[src/rtl/core_fpu_sched_if.sv]
// Unit-side bus of the FP scheduler: shared operand/op buses, per-unit
// AXI-Stream valid/ready lanes ordered {COMP,DIV,MUL,ADDSUB}, and the packed
// result bus. The scheduler is the master, the FP IP cores are the slave.
interface core_fpu_sched_if #(
    parameter int DATA_W = 32
);
    logic [DATA_W-1:0]   U_A_TDATA;
    logic [3:0]          U_A_TVALID;
    logic [3:0]          U_A_TREADY;
    logic [DATA_W-1:0]   U_B_TDATA;
    logic [3:0]          U_B_TVALID;
    logic [3:0]          U_B_TREADY;
    logic [7:0]          U_OP_TDATA;
    logic [1:0]          U_OP_TVALID;   // {COMP,ADDSUB}
    logic [1:0]          U_OP_TREADY;
    logic [4*DATA_W-1:0] U_R_TDATA;
    logic [3:0]          U_R_TVALID;
    logic [3:0]          U_R_TREADY;

    modport master (
        output U_A_TDATA, U_A_TVALID, U_B_TDATA, U_B_TVALID,
               U_OP_TDATA, U_OP_TVALID, U_R_TREADY,
        input  U_A_TREADY, U_B_TREADY, U_OP_TREADY, U_R_TDATA, U_R_TVALID
    );

    modport slave (
        input  U_A_TDATA, U_A_TVALID, U_B_TDATA, U_B_TVALID,
               U_OP_TDATA, U_OP_TVALID, U_R_TREADY,
        output U_A_TREADY, U_B_TREADY, U_OP_TREADY, U_R_TDATA, U_R_TVALID
    );
endinterface

[src/rtl/core_fpu_sched.sv]
// One-at-a-time FP operation sequencer. Accepts a request from the execute
// stage, pushes operands (and op code for ADDSUB/COMP) to the selected unit,
// collects one result, and returns it with a one-cycle strobe. BUSY stalls
// the core for the whole operation. A watchdog turns a hung unit into an
// error response.
module core_fpu_sched #(
    parameter int DATA_W = 32,
    parameter int TMO_W  = 10
) (
    input  logic              CLK,
    input  logic              RST_N,
    input  logic              REQ_VALID,
    output logic              REQ_READY,
    input  logic [2:0]        REQ_OP,
    input  logic [DATA_W-1:0] REQ_A,
    input  logic [DATA_W-1:0] REQ_B,
    output logic              BUSY,
    output logic              RESP_VALID,
    output logic [DATA_W-1:0] RESP_DATA,
    output logic              RESP_ERR,
    core_fpu_sched_if.master  u_if
);

    typedef enum logic [1:0] {
        S_IDLE,
        S_ISSUE,
        S_WAIT,
        S_DONE
    } state_t;

    // Operand channel index into the valid/sent vectors.
    localparam int CH_A  = 0;
    localparam int CH_B  = 1;
    localparam int CH_OP = 2;

    state_t            state_q, state_d;
    logic [2:0]        op_q, op_d;
    logic [DATA_W-1:0] a_q, a_d, b_q, b_d;
    logic [2:0]        valid_q, valid_d;   // per channel {OP,B,A}
    logic [2:0]        sent_q, sent_d;
    logic              cap_q, cap_d;       // result already taken in ISSUE
    logic [DATA_W-1:0] result_q, result_d;
    logic              err_q, err_d;
    logic [TMO_W-1:0]  tmo_q, tmo_d;
    logic              resp_valid_q;
    logic [DATA_W-1:0] resp_data_q;
    logic              resp_err_q;

    logic [3:0]        sel_unit;
    logic [1:0]        sel_op;
    logic [1:0]        unit_idx;
    logic [2:0]        need;
    logic [7:0]        op_code;
    logic              active;
    logic [2:0]        chan_rdy;
    logic [2:0]        sent_now;
    logic              r_hs;
    logic              have_res;
    logic [TMO_W-1:0]  tmo_inc;
    logic              tmo_hit;
    logic [DATA_W-1:0] r_slice;
    logic [DATA_W-1:0] r_value;

    // Decode the latched op into target unit, required channels and op code.
    always_comb begin
        // NOTE: every combinational output gets a default before the case so
        // no path can leave it unassigned and infer a latch.
        sel_unit = 4'b0000;
        unit_idx = 2'd0;
        need     = 3'b011;
        op_code  = 8'h00;
        case (op_q)
            3'd0: begin sel_unit = 4'b0001; unit_idx = 2'd0; need = 3'b111; op_code = 8'h00; end
            3'd1: begin sel_unit = 4'b0001; unit_idx = 2'd0; need = 3'b111; op_code = 8'h01; end
            3'd2: begin sel_unit = 4'b0010; unit_idx = 2'd1; end
            3'd3: begin sel_unit = 4'b0100; unit_idx = 2'd2; end
            3'd4: begin sel_unit = 4'b1000; unit_idx = 2'd3; need = 3'b111; op_code = 8'h14; end
            3'd5: begin sel_unit = 4'b1000; unit_idx = 2'd3; need = 3'b111; op_code = 8'h0C; end
            3'd6: begin sel_unit = 4'b1000; unit_idx = 2'd3; need = 3'b111; op_code = 8'h1C; end
            default: need = 3'b000;
        endcase
        sel_op = {sel_unit[3], sel_unit[0]};
    end

    // Handshake status, result selection and watchdog compare.
    always_comb begin
        active          = (state_q == S_ISSUE) || (state_q == S_WAIT);
        chan_rdy[CH_A]  = |(u_if.U_A_TREADY & sel_unit);
        chan_rdy[CH_B]  = |(u_if.U_B_TREADY & sel_unit);
        chan_rdy[CH_OP] = |(u_if.U_OP_TREADY & sel_op);
        // Channels the op does not use count as already sent.
        sent_now        = sent_q | (valid_q & chan_rdy) | ~need;
        r_hs            = active && !cap_q && |(u_if.U_R_TVALID & sel_unit);
        have_res        = cap_q || r_hs;
        tmo_inc         = tmo_q + 1'b1;
        tmo_hit         = active && (tmo_inc == '1);
        r_slice         = u_if.U_R_TDATA[int'(unit_idx) * DATA_W +: DATA_W];
        // COMP returns a flag in bit 0; widen it to a clean 0/1 word.
        r_value         = (unit_idx == 2'd3) ? {{(DATA_W-1){1'b0}}, r_slice[0]} : r_slice;
    end

    // Next-state logic for the sequencer and its datapath registers.
    always_comb begin
        state_d  = state_q;
        op_d     = op_q;
        a_d      = a_q;
        b_d      = b_q;
        valid_d  = 3'b000;
        sent_d   = sent_q;
        cap_d    = cap_q;
        result_d = result_q;
        err_d    = err_q;
        tmo_d    = tmo_q;
        case (state_q)
            S_IDLE: begin
                if (REQ_VALID) begin
                    op_d     = REQ_OP;
                    a_d      = REQ_A;
                    b_d      = REQ_B;
                    sent_d   = 3'b000;
                    cap_d    = 1'b0;
                    result_d = '0;
                    tmo_d    = '0;
                    err_d    = (REQ_OP == 3'd7);
                    state_d  = (REQ_OP == 3'd7) ? S_DONE : S_ISSUE;
                end
            end
            S_ISSUE, S_WAIT: begin
                sent_d = sent_now;
                cap_d  = have_res;
                tmo_d  = tmo_inc;
                if (r_hs) begin
                    result_d = r_value;
                end
                if ((&sent_now) && have_res) begin
                    state_d = S_DONE;
                end else if (tmo_hit) begin
                    state_d  = S_DONE;
                    err_d    = 1'b1;
                    result_d = '0;
                end else if (&sent_now) begin
                    state_d = S_WAIT;
                end else begin
                    // Still issuing: keep offering every channel not yet taken.
                    valid_d = ~sent_now;
                end
            end
            S_DONE:  state_d = S_IDLE;
            default: state_d = S_IDLE;
        endcase
    end

    // Sequencer state and datapath registers, synchronous reset.
    always_ff @(posedge CLK) begin
        // NOTE: sequential state uses non-blocking assignments so every
        // register samples the pre-edge values regardless of statement order.
        if (!RST_N) begin
            state_q  <= S_IDLE;
            op_q     <= 3'd0;
            a_q      <= '0;
            b_q      <= '0;
            valid_q  <= 3'b000;
            sent_q   <= 3'b000;
            cap_q    <= 1'b0;
            result_q <= '0;
            err_q    <= 1'b0;
            tmo_q    <= '0;
        end else begin
            state_q  <= state_d;
            op_q     <= op_d;
            a_q      <= a_d;
            b_q      <= b_d;
            valid_q  <= valid_d;
            sent_q   <= sent_d;
            cap_q    <= cap_d;
            result_q <= result_d;
            err_q    <= err_d;
            tmo_q    <= tmo_d;
        end
    end

    // Response strobe: one cycle out of DONE; data held until the next strobe.
    always_ff @(posedge CLK) begin
        if (!RST_N) begin
            resp_valid_q <= 1'b0;
            resp_data_q  <= '0;
            resp_err_q   <= 1'b0;
        end else begin
            resp_valid_q <= (state_q == S_DONE);
            resp_err_q   <= (state_q == S_DONE) && err_q;
            if (state_q == S_DONE) begin
                resp_data_q <= result_q;
            end
        end
    end

    assign REQ_READY  = (state_q == S_IDLE);
    assign BUSY       = (state_q != S_IDLE);
    assign RESP_VALID = resp_valid_q;
    assign RESP_DATA  = resp_data_q;
    assign RESP_ERR   = resp_err_q;

    // Operand buses come straight from the request latches, so they stay
    // stable for as long as any valid is up.
    assign u_if.U_A_TDATA   = a_q;
    assign u_if.U_B_TDATA   = b_q;
    assign u_if.U_OP_TDATA  = op_code;
    assign u_if.U_A_TVALID  = valid_q[CH_A]  ? sel_unit : 4'b0000;
    assign u_if.U_B_TVALID  = valid_q[CH_B]  ? sel_unit : 4'b0000;
    assign u_if.U_OP_TVALID = valid_q[CH_OP] ? sel_op   : 2'b00;
    assign u_if.U_R_TREADY  = (active && !cap_q) ? sel_unit : 4'b0000;

endmodule

[src/flat_wrapper.sv]
// flat-port wrapper written by rule: the top's interface ports become plain ports
module core_fpu_sched_flat 
#(
    parameter int DATA_W = 32,
    parameter int TMO_W  = 10
)
  (CLK, RST_N, REQ_VALID, REQ_READY, REQ_OP, REQ_A, REQ_B, BUSY, RESP_VALID, RESP_DATA, RESP_ERR, u_if_U_A_TDATA, u_if_U_A_TVALID, u_if_U_B_TDATA, u_if_U_B_TVALID, u_if_U_OP_TDATA, u_if_U_OP_TVALID, u_if_U_R_TREADY, u_if_U_A_TREADY, u_if_U_B_TREADY, u_if_U_OP_TREADY, u_if_U_R_TDATA, u_if_U_R_TVALID);
  core_fpu_sched_if #(.DATA_W(DATA_W)) u_if_i ();
  input  logic CLK;
  input  logic RST_N;
  input  logic REQ_VALID;
  output logic REQ_READY;
  input  logic [2:0] REQ_OP;
  input  logic [DATA_W-1:0] REQ_A;
  input  logic [DATA_W-1:0] REQ_B;
  output logic BUSY;
  output logic RESP_VALID;
  output logic [DATA_W-1:0] RESP_DATA;
  output logic RESP_ERR;
  output wire logic [$bits(u_if_i.U_A_TDATA)-1:0] u_if_U_A_TDATA;
  output wire logic [$bits(u_if_i.U_A_TVALID)-1:0] u_if_U_A_TVALID;
  output wire logic [$bits(u_if_i.U_B_TDATA)-1:0] u_if_U_B_TDATA;
  output wire logic [$bits(u_if_i.U_B_TVALID)-1:0] u_if_U_B_TVALID;
  output wire logic [$bits(u_if_i.U_OP_TDATA)-1:0] u_if_U_OP_TDATA;
  output wire logic [$bits(u_if_i.U_OP_TVALID)-1:0] u_if_U_OP_TVALID;
  output wire logic [$bits(u_if_i.U_R_TREADY)-1:0] u_if_U_R_TREADY;
  input wire logic [$bits(u_if_i.U_A_TREADY)-1:0] u_if_U_A_TREADY;
  input wire logic [$bits(u_if_i.U_B_TREADY)-1:0] u_if_U_B_TREADY;
  input wire logic [$bits(u_if_i.U_OP_TREADY)-1:0] u_if_U_OP_TREADY;
  input wire logic [$bits(u_if_i.U_R_TDATA)-1:0] u_if_U_R_TDATA;
  input wire logic [$bits(u_if_i.U_R_TVALID)-1:0] u_if_U_R_TVALID;
  assign u_if_U_A_TDATA = u_if_i.U_A_TDATA;
  assign u_if_U_A_TVALID = u_if_i.U_A_TVALID;
  assign u_if_U_B_TDATA = u_if_i.U_B_TDATA;
  assign u_if_U_B_TVALID = u_if_i.U_B_TVALID;
  assign u_if_U_OP_TDATA = u_if_i.U_OP_TDATA;
  assign u_if_U_OP_TVALID = u_if_i.U_OP_TVALID;
  assign u_if_U_R_TREADY = u_if_i.U_R_TREADY;
  assign u_if_i.U_A_TREADY = u_if_U_A_TREADY;
  assign u_if_i.U_B_TREADY = u_if_U_B_TREADY;
  assign u_if_i.U_OP_TREADY = u_if_U_OP_TREADY;
  assign u_if_i.U_R_TDATA = u_if_U_R_TDATA;
  assign u_if_i.U_R_TVALID = u_if_U_R_TVALID;
  core_fpu_sched #(.DATA_W(DATA_W), .TMO_W(TMO_W)) u_core (.CLK(CLK), .RST_N(RST_N), .REQ_VALID(REQ_VALID), .REQ_READY(REQ_READY), .REQ_OP(REQ_OP), .REQ_A(REQ_A), .REQ_B(REQ_B), .BUSY(BUSY), .RESP_VALID(RESP_VALID), .RESP_DATA(RESP_DATA), .RESP_ERR(RESP_ERR), .u_if(u_if_i));
endmodule
[config.mk]
export PLATFORM = sky130hd
export DESIGN_NAME = core_fpu_sched_flat
export DESIGN_NICKNAME = d
export VERILOG_FILES = /design/src/rtl/core_fpu_sched_if.sv /design/src/rtl/core_fpu_sched.sv /design/src/flat_wrapper.sv
export SDC_FILE = /design/constraint.sdc
export NUM_CORES = 1
export LEC_CHECK = 0
export CORE_UTILIZATION = 39
export DETAILED_ROUTE_END_ITERATION = 7
export GPL_TIMING_DRIVEN = 0
export PLACE_DENSITY = 0.89
export SKIP_CTS_REPAIR_TIMING = 1
export SYNTH_ARGS = -nofsm -noshare
export SYNTH_HDL_FRONTEND = slang
export SYNTH_SLANG_ARGS = --single-unit
[constraint.sdc]
create_clock -name CLK -period 3 [get_ports CLK]
set_input_delay 0.45 -clock CLK [delete_from_list [all_inputs] [get_ports CLK]]
set_output_delay 0.45 -clock CLK [all_outputs]
set_load 0.1 [all_outputs]
==> metrics.txt <==
Synth area leaders=dfxtp_1 46%, mux4_2 10%, nand2_1 8.5%, a21oi_1 6.2%, mux2i_1 5.7%; final setup skew=0.006322 ns; YS warnings=0; 1st-iter DRT viols=361; initial antenna violation count=0; worst reg-to-reg setup slack=a little over 0.1 ns; first-pass GRT wire length=34870 µm; FP Rows=47; drt wl/cell=around 17 µm; pwr dens=816.7 nW/µm²; final wirelength=approximately 22000 µm; CP Max Fanout=10; EDFF count, synth=0; vias=between 6000 and 7000; Cell variety after synth=56; period utilization=between 90% and 100%; Fill cells=around 1300; Cell Area, Synth=between 6000 and 7000 µm²; final setup fails=0; CTS buffer count=17; Finished Core Util=between 60% and 70%; worst hold stages=3; crit end category=flip-flop; drt first pass iters=5; worst setup margin=slightly above 0.1 ns; minimum clock period=2.897 ns; die area=roughly 18000 µm²; # placed instances=roughly 1300; H-tree level count=4; Ports=between 300 and 400; Worst Hold End=u_core.err_q$_SDFFE_PN0P_; Least-Margin Pin Slew=between 1 and 1.5 ns; synthesized instance count=between 700 and 800; max cap viols=0; Synth area leader=dfxtp_1; worst setup path startpoint=u_core.op_q[2]$_SDFFE_PN0P_; worst hold start=RST_N; layout cells sized above 1=under 10%; most frequent cells in the layout=310 x clkdlybuf4s50_1, 153 x dfxtp_1, 151 x nand2_1; RD Place Congestion=between 0.8 and 0.9; Initial Util=40.04%; Worst setup SP type=flip-flop; clk root buf=clkbuf_16; critical path type=flip-flop to flip-flop; syn avg cell area=slightly above 9 µm²; hpwl dp=approximately 17000 µm; Worst-Skew Late Latency=roughly 0.41 ns; largest net degree at the start of global routing=17; RSZ-0062 raised after global routing=no; commonest non-fill, non-tap cell in the layout=clkdlybuf4s50_1; Worst EP required=roughly 3.3 ns; status=finished clean; Yosys reg bits=153; vias per cell=5.177; Synth top area share=around 46%; Post-synth ARST share=0%; CTS max path bufs=2; max_slew headroom=between 20% and 30%; number of global-route vias before repair=about 7000; pre-CTS setup slack=-0.2212 ns; core area=roughly 17000 µm²; final net count=approximately 1300; CTS tree=done; Inserted Diodes=0; Hold Fails Final Rpt=0; DRC=0; crit path DAT=3.20 ns; Tightest Hold Check Type=input pin to flip-flop; Area Growth Syn to Fin=62.24%; die height=132.7 µm; reg2reg path depth=6; IO Port Bufs=~330; Layout Cells excl Fill=around 1300; clk slew on worst S/H paths=~0.070 ns; Pins Over Slew Limit=0; grt total ovfl=0; Antenna Nets Post-Route=0; chip width=132.7 µm; prevailing post-synth register cell=dfxtp_1; worst reg2reg startpoint=u_core.op_q[2]$_SDFFE_PN0P_; P_leak=~4.1 nW; worst r2r dst=u_core.result_q[2]$_SDFFE_PN0P_; post-synthesis sequential area ratio=45.96%; CTS Sinks=between 150 and 200; Peak supply drop=415.7 µV; fmax=roughly 350 MHz; All-Layer GR Usage=approximately a quarter
## layout make-up
type                    instances  area (µm²)  share of cell area, %
clock buffers                  22       474.2                  4.386
repair buffers                328        3261                  30.16
flip-flops and latches        153        3063                  28.33
well taps                     220       275.3                  2.546
multi-input cells             499        3314                  30.66
clock inverters                10       118.9                  1.099
plain buffers                  57       267.8                  2.477
inverters                      10       37.54                 0.3472
## power by group
part	internal, W	switching [W]	leakage [nW]	total (W)
clock	0.00129	0.000860	0.282	0.00215
combinational	0.00128	0.00285	2.58	0.00413
sequential	0.00235	0.000200	1.24	0.00255
total	0.00492	0.00391	4.11	0.00883
## kinds of logic (layout without fill, tap and decap cells)
group / Yosys count / count (layout) / share of synthesized area, %
xor+xnor: 2 / 2 / 0.2629
flops: 153 / 153 / 45.96
buf+inv: 67 / 427 / 4.581
mux: 72 / 72 / 16.69
compound gates: 154 / 154 / 14.96
simple gates: 262 / 262 / 16.54
fa+ha+maj: 5 / 5 / 0.9388
other cells: 1 / 4 / 0.05627
## flip-flops by register name, indices dropped and copies added, names as in the netlist
signal                 cells
u_core.state_q             2
u_core.sent_q              3
u_core.tmo_q              10
u_core.RESP_DATA          32
u_core.valid_q             3
u_core.u_if.U_A_TDATA     32
u_core.RESP_VALID          1
u_core.RESP_ERR            1
u_core.cap_q               1
u_core.result_q           32
u_core.op_q                3
u_core.u_if.U_B_TDATA     32
u_core.err_q               1
## worst max-delay path by stage
stage / to / slack [ns] / depth (start not counted)
after floorplan: u_if_U_R_TREADY[3] / -0.29 / 4
after global placement: u_if_U_R_TREADY[2] / -0.18 / 7
after detailed placement: u_if_U_R_TREADY[2] / -0.22 / 7
after CTS: u_if_U_R_TREADY[2] / -0.67 / 7
after global routing: u_if_U_R_TREADY[1] / 0.001 / 7
final: u_core.result_q[2]$_SDFFE_PN0P_ / 0.10 / 6
## cells in the mapped netlist (4+ instances only)
master,instances
a21oi_1,82
a22o_1,32
a22oi_1,4
and2_1,9
and3_1,6
buf_1,7
buf_2,7
buf_4,4
buf_6,4
clkbuf_1,35
dfxtp_1,153
ha_1,5
inv_1,9
mux2i_1,38
mux4_2,31
nand2_1,151
nand2b_1,5
nand3_1,6
nor2_1,63
nor3_1,6
o21ai_0,8
## critical path, cell delays in order (launching register included)
cell	delay, ns
dfxtp_1	0.39
buf_1	0.34
nor2_1	0.18
a21oi_1	0.64
buf_2	0.46
mux4_2	0.58
a22o_1	0.19
## stage by stage
stage                     TNS (ns)  hold slack [ns]  instance area, µm²  power [W]
after floorplan            -0.3269           0.4419                6683   0.005567
after global placement     -0.5339           0.4410               10240   0.006667
after detailed placement   -0.6452           0.4459               10240   0.006728
after CTS                   -5.328           0.4175               10830   0.008887
after global routing             0           0.4751               10810   0.009206
final                            0           0.4468               10810   0.008830
## routing by layer
| metal | GRT usage (%) | up-vias | routed length, µm |
|---|---|---|---|
| li1 | - | 3207 | - |
| met1 | 28.73 | 3139 | 8760 |
| met2 | 43.80 | 325 | 10930 |
| met3 | 7.050 | 54 | 1748 |
| met4 | 12.26 | 0 | 877 |
| met5 | 0 | - | 0 |
Power figures use the tool's default switching activity.
